--- src/rtl/stream_pkt_gen.sv ---
// stream_pkt_gen: turns {length, seed} commands into multi-lane beats of an incrementing lane pattern.
// Define STREAM_PKT_GEN_GAP_EN to insert GAP_CYCLES idle clocks after every non-last beat.
module stream_pkt_gen #(
  parameter int T_DATA_WIDTH = 8,
  parameter int KEEP_WIDTH   = 8,
  parameter int LEN_WIDTH    = 16,
  parameter int GAP_CYCLES   = 2
) (
  input  logic                    clk,
  input  logic                    rst_n,
  input  logic [LEN_WIDTH-1:0]    cmd_len,
  input  logic [T_DATA_WIDTH-1:0] cmd_seed,
  input  logic                    cmd_valid,
  output logic                    cmd_ready,
  output logic [T_DATA_WIDTH-1:0] m_data_out [KEEP_WIDTH],
  output logic [KEEP_WIDTH-1:0]   m_keep_out,
  output logic                    m_last_out,
  output logic                    m_valid_out,
  input  logic                    m_ready_in,
  output logic                    err_zero_len,
  output logic [15:0]             pkt_cnt
);
  localparam int RW = LEN_WIDTH + 1;
  localparam logic [RW-1:0] KW = RW'(KEEP_WIDTH);
  if (GAP_CYCLES < 1) begin : g_bad_gap
    $error("GAP_CYCLES must be >= 1");
  end
`ifdef STREAM_PKT_GEN_GAP_EN
  localparam int GW = GAP_CYCLES > 1 ? $clog2(GAP_CYCLES) : 1;
  typedef enum logic [1:0] {IDLE, SEND, GAP} state_t;
  logic [GW-1:0] gap_cnt;
`else
  typedef enum logic [1:0] {IDLE, SEND} state_t;
`endif
  state_t state;
  logic [RW-1:0] rem, src_r, b_rem;
  logic [T_DATA_WIDTH-1:0] base, src_b, b_base;
  logic [T_DATA_WIDTH-1:0] b_data [KEEP_WIDTH];
  logic [KEEP_WIDTH-1:0] b_keep;
  logic b_last, accept, hs, load;
  assign cmd_ready = state == IDLE;
  assign accept = cmd_valid && state == IDLE;
  assign hs = m_valid_out && m_ready_in;
  // The next beat is built from the command in IDLE, otherwise from the running remainder/base.
  always_comb begin
    src_r = state == IDLE ? RW'(cmd_len) : rem;
    src_b = state == IDLE ? cmd_seed : base;
    b_last = src_r <= KW;
    b_rem = b_last ? '0 : src_r - KW;
    b_base = src_b + T_DATA_WIDTH'(KEEP_WIDTH);
    for (int i = 0; i < KEEP_WIDTH; i++) begin
      b_keep[i] = src_r > RW'(i);
      b_data[i] = b_keep[i] ? src_b + T_DATA_WIDTH'(i) : '0;
    end
`ifdef STREAM_PKT_GEN_GAP_EN
    load = (accept && cmd_len != '0) || (state == GAP && gap_cnt == '0);
`else
    load = (accept && cmd_len != '0) || (hs && !m_last_out);
`endif
  end
  always_ff @(posedge clk) begin
    if (!rst_n) begin
      state <= IDLE;
      rem <= '0;
      base <= '0;
      m_valid_out <= 1'b0;
      m_last_out <= 1'b0;
      m_keep_out <= '0;
      m_data_out <= '{default: '0};
      err_zero_len <= 1'b0;
      pkt_cnt <= '0;
`ifdef STREAM_PKT_GEN_GAP_EN
      gap_cnt <= '0;
`endif
    end else begin
      err_zero_len <= accept && cmd_len == '0;
      if (hs && m_last_out) pkt_cnt <= pkt_cnt + 16'd1;
      if (load) begin
        state <= SEND;
        m_valid_out <= 1'b1;
        m_data_out <= b_data;
        m_keep_out <= b_keep;
        m_last_out <= b_last;
        rem <= b_rem;
        base <= b_base;
      end else if (hs) begin
        m_valid_out <= 1'b0;
        m_last_out <= 1'b0;
`ifdef STREAM_PKT_GEN_GAP_EN
        state <= m_last_out ? IDLE : GAP;
        gap_cnt <= GW'(GAP_CYCLES - 1);
      end else if (state == GAP) begin
        gap_cnt <= gap_cnt - 1'b1;
`else
        state <= IDLE;
`endif
      end
    end
  end
endmodule

--- config.mk ---
export PLATFORM = sky130hd
export DESIGN_NAME = stream_pkt_gen
export DESIGN_NICKNAME = d
export VERILOG_FILES = /design/src/rtl/stream_pkt_gen.sv
export SDC_FILE = /design/constraint.sdc
export NUM_CORES = 1
export LEC_CHECK = 0
export ABC_AREA = 1
export CORE_MARGIN = 4
export CORE_UTILIZATION = 53
export DETAILED_ROUTE_END_ITERATION = 8
export MAX_ROUTING_LAYER = met4
export PLACE_DENSITY = 0.92
export SLEW_MARGIN = 20
export SYNTH_ARGS = -nofsm -noshare
export SYNTH_HDL_FRONTEND = slang
export SYNTH_SLANG_ARGS = --single-unit
--- constraint.sdc ---
create_clock -name clk -period 2.42 [get_ports clk]
set_input_delay 0.484 -clock clk [delete_from_list [all_inputs] [get_ports clk]]
set_output_delay 0.484 -clock clk [all_outputs]
set_load 0.01 [all_outputs]
---- Word level (Yosys, flattened, before mapping) ----
Index checks and enable logic that the tools add are counted.
storage, ports and cells
  logic and storage cells ................. 63
  bits of input ports ..................... 28
  bits in registers ....................... 117
  output and inout bits ................... 92
cells by class
  $lt $le $gt $ge ......................... 9
  reduce and logical (&&, ||, !) cells .... 12
  mux-type cells .......................... 16
  add/sub/neg operators ................... 10
operators with widths
  operator                                               number
  two-way mux 8 bit                                      9
  > comparator 17 x 3 -> 1 bit (second input constant)   4
  > comparator 17 x 1 -> 1 bit (second input constant)   2
  > comparator 17 x 2 -> 1 bit (second input constant)   2
  two-way mux 17 bit                                     2
  adder 8 x 3 -> 8 bit (second input constant)           4
  <= comparator 17 x 4 -> 1 bit (second input constant)  1
  subtractor 17 x 4 -> 17 bit (second input constant)    1
  adder 16 x 1 -> 16 bit (second input constant)         1
  adder 8 x 2 -> 8 bit (second input constant)           2
  logical NOT 16 bit                                     1
  nonzero test 16 bit                                    1
  adder 8 x 1 -> 8 bit (second input constant)           1
  adder 8 x 4 -> 8 bit (second input constant)           1
  logical AND 1 bit                                      6
  two-way mux 1 bit                                      5
  logical NOT 2 bit                                      1
  nonzero test 2 bit                                     1
  logical NOT 1 bit                                      1
  logical OR 1 bit                                       1

---- Longest topological paths before layout ----
Gate-level depths: netlist of the first run.
  depth after elaboration ................. 5
  depth in mapped cells ................... 16
  mapped depth without buffers ............ 13

---- Worst setup path after synthesis of the first run ----
OpenSTA, ideal clock, no wires.
  path kind ............................... register to register
  start point ............................. register m_valid_out
  end point ............................... register m_data_out[55] (netlist name)
  stages on the path, launching flop included .. 14
  buffers on the path ..................... 4
  data required time ...................... 2,288 ps
  library setup time ...................... 132 ps
  setup slack ............................. 104 ps
  period minus slack after synthesis ...... 2,316 ps
  arrival time ............................ 2,184 ps
  cell sequence ........................... dfxtp_1 > buf_6 > buf_4 > buf_6 > nand2_1 > nand2_1 > ha_1 > nand2_1 > nor2_2 > buf_6 > nand2_1 > xor2_1 > nand3_1 > a21oi_1
between the ends
  cells in the longest elaborated chain, start to end .. 3
ends and longest elaborated chain
  what                    line  text
  start, declared         18    output logic m_valid_out,
  start signal, assigned  66    m_valid_out <= 1'b0;
  start signal, assigned  80    m_valid_out <= 1'b1;
  start signal, assigned  87    m_valid_out <= 1'b0;
  logical AND 1 bit       43    assign hs = m_valid_out && m_ready_in;
  logical AND 1 bit       58    load = (accept && cmd_len != '0) || (hs && !m_last_out);
  logical OR 1 bit        58
  end signal, assigned    81    m_data_out <= b_data;
  end, declared           15    output logic [T_DATA_WIDTH-1:0] m_data_out [KEEP_WIDTH],
No other way between the ends.
A chain may end at the register's enable or synchronous reset.

---- Worst setup path after layout of the first run ----
  start point ............................. register m_valid_out
  end point ............................... register m_data_out[61] (netlist name)
Same word-level chain as after synthesis.

==> Flow_metrics.wiki, run 1 <==
{| class="wikitable"
! Metric !! Value
|-
| Critical path class || reg2reg
|-
| Number of antenna violations at the first check in global routing || 0
|-
| Final slew viol count || 0
|-
| Minimum period implied by the final worst setup slack || approximately 2.3 ns
|-
| Post-route insts no fill || 1250
|-
| Std-Cell Core Area || between 10000 and 15000 um2
|-
| Pin count of the biggest net entering global routing || just over 40
|-
| Number of top-level pins || 120
|-
| Count of buffers from port buffering || around 120
|-
| Hold worst-path end || m_data_out[53]$_SDFFE_PN0P_
|-
| Area fraction of the dominant cell type after synthesis || 0.360
|-
| Dominant combinational cell family by area after synthesis || simple AND/OR/NAND/NOR gates
|-
| Total of endpoints with negative setup slack in the final report || 0
|-
| Simple-gate area share of the yosys netlist || 0.342
|-
| Grt total ovfl || 0
|-
| Category of the worst setup path launch point || flip-flop
|-
| Initial core utilization || 0.540
|-
| FMAX || between 400 and 500 MHz
|-
| Critical path peak fanout || 23
|-
| Period utilization || 0.949
|-
| Headroom to the max-slew limit || 0.584
|-
| Hold Path Cell Cnt || 2
|-
| Post-detailed-routing wire length || 20.0 mm
|-
| Die extent in x || 118 um
|-
| Final HPWL from detailed placement || ~15 mm
|-
| Worst reg2reg path startpoint || m_valid_out$_SDFFE_PN0P_
|-
| Quantity of hold-fixing buffers added after cts || 0
|-
| Clock-pin slew of the registers on the worst-case setup and hold paths || 0.06 ns
|-
| Number of max-capacitance violations reported || 0
|-
| Global placement routability congestion || 1.01
|-
| FP Rows || 40
|-
| Root buffer cell || sky130_fd_sc_hd__clkbuf_16
|-
| Clock network latency to the later pin of the worst-skew pair || 0.43 ns
|-
| Detailed Route Iter0 Violations || 660
|-
| Power density over cell area || 726 nW/um2
|-
| Average cell area after synthesis || 6.98 um2
|-
| Maximum ir drop on the vdd rail || roughly 0.00054 V
|-
| Cell accounting for the most synthesized area || sky130_fd_sc_hd__dfxtp_1
|-
| Sinks on Clock Net || 116
|-
| Area share of fa/ha/maj cells after synthesis || 0.0252
|-
| Most common library cell in the layout ignoring fill and taps || sky130_fd_sc_hd__nand2_1
|-
| HP Class || reg2reg
|-
| Router iterations before antenna repair || 5
|-
| Fraction of synthesized area in multiplexers || 0
|-
| CTS tree || built
|-
| Routed via count || 6862
|-
| Data arrival time of the worst path || between 2 and 3 ns
|-
| Cell count after placement || 1218
|-
| Number of nets in the synthesized netlist || 965
|-
| Area grow syn2layout || 36.1%
|-
| RSZ-0062 raised after global routing || false
|-
| GRT Total Usage || 0.295
|-
| Number of different library cells in the post-synthesis netlist || 37
|-
| Via count of the first global-routing pass || 6807
|-
| Sort of element at the end of the critical path || flip-flop
|-
| Leading cell types in the layout, fill and taps excluded || sky130_fd_sc_hd__nand2_1 (266), sky130_fd_sc_hd__clkdlybuf4s50_1 (119), sky130_fd_sc_hd__dfxtp_1 (115)
|-
| XOR/XNOR share of the synthesized area || 0.0516
|-
| Core utilization of the finished layout || 0.734
|-
| Ys Warns || 0
|-
| Outcome || completed
|-
| Share of the yosys chip area belonging to registers || 0.360
|-
| Post-synth design cell area || 6450 um2
|-
| Slew @ Worst Pin || 0.623 ns
|-
| Final hold slack || 0.463 ns
|-
| Number of nets in the layout || 1131
|-
| Buffer levels on the longest clock path || 2
|-
| Number of hold violations in the final report || 0
|-
| Post_cts resized || 0
|-
| Leak pwr || ~3.7 nW
|-
| Startpoint of the worst hold path || m_data_out[53]$_SDFFE_PN0P_
|-
| Length in cells of the worst reg-to-reg path || 13
|-
| Vertical die dimension || 118 um
|-
| Final ANT Viol Nets || 0
|-
| Number of buffers inserted to repair setup after CTS || 0
|-
| Yosys reg bits || 116
|-
| Remaining routing DRC violations || 0
|-
| WP data required || 2.78 ns
|-
| Detail-routed net length per standard cell || about 16 um
|-
| Flop-to-flop setup slack || 0.12 ns
|-
| Global-route wire length before repair || between 30 and 40 mm
|-
| Die footprint || about 14000 um2
|-
| TritonCTS Buffers || 17
|-
| Reg-to-reg endpoint || m_data_out[61]$_SDFFE_PN0P_
|-
| Main area contributors after synthesis || sky130_fd_sc_hd__dfxtp_1 (36%), sky130_fd_sc_hd__nand2_1 (15%), sky130_fd_sc_hd__a21oi_1 (8.1%), sky130_fd_sc_hd__xor2_1 (4.7%), sky130_fd_sc_hd__nand3_1 (4.3%)
|-
| Worst clock skew on the final layout || 0.00760 ns
|-
| H-tree levels || 4
|-
| Number of antenna cells inserted || 0
|-
| Via count normalized by instance count || 5.49
|-
| Fraction of layout instances using a drive strength above 1 || 0.160
|-
| Post-synthesis cell count || 924
|-
| Share of the synthesized area in compound gates (AO/OA/AOI/OAI) || 0.132
|}
[logic make-up after synthesis]
kind of cell	Yosys count
and+or+nand+nor	479
AOI/OAI and AO/OA	154
buffers and inverters	124
DFF	116
xor gates and xnor gates	38
adders and majority gates	13
[cell type report]
type,instances,area [um2]
fill,893,3180
multi-input combinational,684,3550
tap,147,184
clock inverter,13,146
sequential,116,2320
inverter,86,325
clock buffer,19,453
timing repair buffer,185,1800
[metal layers]
| layer | GRT usage | part of all wire |
|---|---|---|
| met5 | - | 0 |
| met4 | 0.129 | 0.030 |
| met3 | 0.0722 | 0.085 |
| met2 | 0.481 | 0.47 |
| met1 | 0.347 | 0.41 |
[cell usage after synthesis (all sizes together)]
cell,instances
o21a,3
a21oi,105
a211oi,3
nand3,65
inv,85
ha,13
xor2,35
or2,1
nor3,7
clkbuf,12
and3,1
clkinv,1
buf,26
nand2,291
nor2,85
o21ai,43
nand4,28
nor3b,1
dfxtp,116
xnor2,3
[registers in the layout, indices dropped and copies added, names as in the netlist]
| name | cells |
|---|---|
| err_zero_len | 1 |
| m_valid_out | 1 |
| m_last_out | 1 |
| base | 8 |
| m_data_out | 64 |
| m_keep_out | 8 |
| pkt_cnt | 16 |
| rem | 17 |
[critical path, cell delays in order (launching register included)]
cell and delay (ns):
sky130_fd_sc_hd__dfxtp_2 0.34, sky130_fd_sc_hd__inv_4 0.24, sky130_fd_sc_hd__buf_4 0.23, sky130_fd_sc_hd__nand2_1 0.07, sky130_fd_sc_hd__nand2_2 0.11, sky130_fd_sc_hd__inv_2 0.06
sky130_fd_sc_hd__nand2_1 0.09, sky130_fd_sc_hd__nor2_2 0.05, sky130_fd_sc_hd__nand2_1 0.10, sky130_fd_sc_hd__nor2_2 0.05, sky130_fd_sc_hd__buf_4 0.13, sky130_fd_sc_hd__a21oi_1 0.49
sky130_fd_sc_hd__nand2_1 0.11, sky130_fd_sc_hd__a21oi_1 0.15
[power by group]
part	switching, mW	internal (mW)
clock	0.968	1.58
combinational	0.923	0.716
sequential	0.104	2.08
total	2.00	4.38
[worst max-delay path by stage]
| stage | from | end | slack, ns | cells after the start |
|---|---|---|---|---|
| final | m_valid_out$_SDFFE_PN0P_ | m_data_out[61]$_SDFFE_PN0P_ | 0.12 | 13 |
| after global routing | m_valid_out$_SDFFE_PN0P_ | m_data_out[60]$_SDFFE_PN0P_ | 0.01 | 13 |
| after CTS | m_valid_out$_SDFFE_PN0P_ | m_data_out[61]$_SDFFE_PN0P_ | 0.13 | 13 |
| after detailed placement | cmd_len[3] | m_data_out[59]$_SDFFE_PN0P_ | -0.08 | 11 |
| after global placement | cmd_len[1] | m_data_out[59]$_SDFFE_PN0P_ | -0.07 | 12 |
| after floorplan | m_valid_out$_SDFFE_PN0P_ | m_data_out[55]$_SDFFE_PN0P_ | 0.10 | 13 |
[per-stage QoR]
stage | setup WS [ns] | power [mW] | setup TNS, ns | instance area, um2
floorplan | 0.104 | 3.13 | 0 | 6450
global placement | -0.0717 | 3.78 | -0.212 | 8190
detailed placement | -0.0754 | 3.82 | -0.338 | 8190
CTS | 0.126 | 6.37 | 0 | 8780
global route | 0.0125 | 6.63 | 0 | 8780
finish | 0.123 | 6.38 | 0 | 8780
Note: power is estimated with default switching activity, not from simulation.
==> run 2, diff against run 1 <==
CAP_MARGIN = 5   (was unset)
==> results of run 2 <==
No change in the layout: final DEF, timing and power equal those of run 1.
==> run 3, diff against run 2 <==
CORE_UTILIZATION = 50   (was 53)
CTS_CLUSTER_DIAMETER = 80   (was unset)
PLACE_DENSITY = 0.88   (was 0.92)
==> run 3 against run 2 <==
Routed wire length decreased by 6.2%. Register-to-register slack improved by 0.14 ns. First-iteration DRC count decreased by 14%. Cell area decreased by 0.53%. Clock power about the same. Sequential power about the same. Worst setup slack improved by 0.14 ns. Clock skew increased by 0.0013 ns. Largest cell class unchanged. Maximum frequency increased by 6.6%. Via count decreased by 2.7%. Worst hold slack got worse by 0.0092 ns.
==> Flow_metrics.wiki, run 3 (same netlist as run 1, synthesis figures left out) <==
{| class="wikitable"
! Metric !! Value
|-
| Number of buffers inserted to repair setup after CTS || 0
|-
| Pre-CTS setup slack || -0.0212 ns
|-
| Minimum period implied by the final worst setup slack || around 2.2 ns
|-
| Outcome || completed
|-
| Post_cts resized || 0
|-
| Number of antenna violations at the first check in global routing || 0
|-
| Clock network latency to the later pin of the worst-skew pair || 0.42 ns
|-
| Post-Layout Inst Area || 8740 um2
|-
| Vertical die dimension || about 120 um
|-
| HP Class || reg2reg
|-
| Clock-pin slew of the registers on the worst-case setup and hold paths || 0.06 ns
|-
| Final slew viol count || 0
|-
| PnR worst setup slack || 0.266 ns
|-
| Router iterations before antenna repair || 5
|-
| Final HPWL from detailed placement || roughly 14 mm
|-
| Initial core utilization || 0.511
|-
| Worst reg2reg path startpoint || m_valid_out$_SDFFE_PN0P_
|-
| Critical path peak fanout || 46
|-
| Startpoint of the worst hold path || base[4]$_SDFFE_PN0P_
|-
| Critical path class || reg2reg
|-
| Number of antenna cells inserted || 0
|-
| Power density over cell area || 723 nW/um2
|-
| Remaining routing DRC violations || 0
|-
| Number of max-capacitance violations reported || 0
|-
| Die footprint || between 10000 and 15000 um2
|-
| Number of top-level pins || 120
|-
| FP Rows || 41
|-
| Number of hold violations in the final report || 0
|-
| Via count of the first global-routing pass || 6474
|-
| Headroom to the max-slew limit || 0.538
|-
| Register with the highest flop count || m_data_out
|-
| Routed via count || 6680
|-
| Die extent in x || around 120 um
|-
| Total of endpoints with negative setup slack in the final report || 0
|-
| Global-route wire length before repair || around 31 mm
|-
| CTS tree || built
|-
| Sort of element at the end of the critical path || flip-flop
|-
| TritonCTS Buffers || 17
|-
| Cell count after placement || 1236
|-
| Buffer levels on the longest clock path || 2
|-
| RSZ-0062 raised after global routing || false
|-
| FILL cells || 1047
|-
| Most common library cell in the layout ignoring fill and taps || sky130_fd_sc_hd__nand2_1
|-
| GRT Total Usage || 0.271
|-
| H-tree levels || 4
|-
| Final ANT Viol Nets || 0
|-
| Placed instance area || between 8000 and 9000 um2
|-
| Sinks on Clock Net || 116
|-
| FMAX || between 400 and 500 MHz
|-
| Pin count of the biggest net entering global routing || 77
|-
| Area grow syn2layout || 35.4%
|-
| Slew @ Worst Pin || slightly below 0.7 ns
|-
| Post-detailed-routing wire length || between 15 and 20 mm
|-
| Maximum ir drop on the vdd rail || 0.000487 V
|-
| Data arrival time of the worst path || 2.46 ns
|-
| Std-Cell Core Area || around 13000 um2
|-
| Largest regs || m_data_out x64, rem x17, pkt_cnt x16
|-
| Fraction of layout instances using a drive strength above 1 || 0.154
|-
| Leak pwr || 3.62 nW
|-
| Global placement routability congestion || 0.976
|-
| Flip-flop count of the largest register after layout || 64
|-
| Worst clock skew on the final layout || between 0.008 and 0.009 ns
|-
| Overall power || approximately 6.3 mW
|-
| Category of the worst setup path launch point || flip-flop
|-
| Number of nets in the layout || 1124
|-
| Detail-routed net length per standard cell || 14.8 um
|-
| Launching element of the worst setup path || m_valid_out$_SDFFE_PN0P_
|-
| Grt total ovfl || 0
|-
| Detailed Route Iter0 Violations || 569
|-
| Via count normalized by instance count || 5.27
|-
| Period utilization || 0.890
|-
| Quantity of hold-fixing buffers added after cts || 0
|-
| Leading cell types in the layout, fill and taps excluded || sky130_fd_sc_hd__nand2_1 (266), sky130_fd_sc_hd__clkdlybuf4s50_1 (119), sky130_fd_sc_hd__dfxtp_1 (115)
|-
| Root buffer cell || sky130_fd_sc_hd__clkbuf_16
|-
| Post-route insts no fill || 1268
|-
| WP data required || approximately 2.7 ns
|-
| Count of buffers from port buffering || 119
|}
==> run 3: final timing paths <==
| path | endpoint | slack [ns] | cells past startpoint |
|---|---|---|---|
| hold / removal | base[4]$_SDFFE_PN0P_ | 0.45 | 2 |
| setup reg to reg | rem[11]$_SDFFE_PN0P_ | 0.27 | 14 |
| hold reg to reg | base[4]$_SDFFE_PN0P_ | 0.45 | 2 |
| setup / recovery | rem[11]$_SDFFE_PN0P_ | 0.27 | 14 |
==> run 3: through the flow <==
stage | hold slack, ns | util | setup TNS (ns)
2_1_floorplan | 0.429 | - | 0
3_3_place_gp | 0.440 | 0.645 | 0
3_5_place_dp | 0.445 | 0.645 | -0.0827
4_1_cts | 0.452 | 0.692 | 0
5_1_grt | 0.481 | 0.692 | 0
6_report | 0.454 | 0.692 | 0
==> run 3: power by group <==
| group | switching (mW) | internal [mW] | total [mW] |
|---|---|---|---|
| Combinational | 0.892 | 0.700 | 1.59 |
| Sequential | 0.0991 | 2.09 | 2.18 |
| Clock | 0.906 | 1.64 | 2.55 |
==> run 3: layout make-up <==
type                            instances  area [um2]  area share
Clock buffer                           19         443      0.0507
Multi-Input combinational cell        684        3550       0.407
Tap cell                              172         215      0.0246
Inverter                               86         325      0.0372
Clock inverter                         13         156      0.0179
Timing Repair Buffer                  178        1720       0.197
Sequential cell                       116        2320       0.266
==> run 3: routing by layer <==
metal,vias up,part of all wire,global-route usage
met2,280,0.45,0.411
met4,0,0.033,0.127
met5,-,0,-
met3,48,0.081,0.0627
li1,3308,-,-
met1,3044,0.43,0.343
==> run 3: worst max-delay path, cell delays in order, from the launching register on <==
cell,delay (ns)
sky130_fd_sc_hd__dfxtp_2,0.37
sky130_fd_sc_hd__buf_12,0.26
sky130_fd_sc_hd__nand2_1,0.09
sky130_fd_sc_hd__nand2_1,0.11
sky130_fd_sc_hd__inv_1,0.08
sky130_fd_sc_hd__ha_1,0.29
sky130_fd_sc_hd__buf_4,0.18
sky130_fd_sc_hd__nand2_1,0.10
sky130_fd_sc_hd__inv_1,0.06
sky130_fd_sc_hd__nand2_1,0.11
sky130_fd_sc_hd__inv_1,0.07
sky130_fd_sc_hd__nand2_1,0.06
sky130_fd_sc_hd__nand3_1,0.09
sky130_fd_sc_hd__o21ai_1,0.11
sky130_fd_sc_hd__nor2_1,0.06
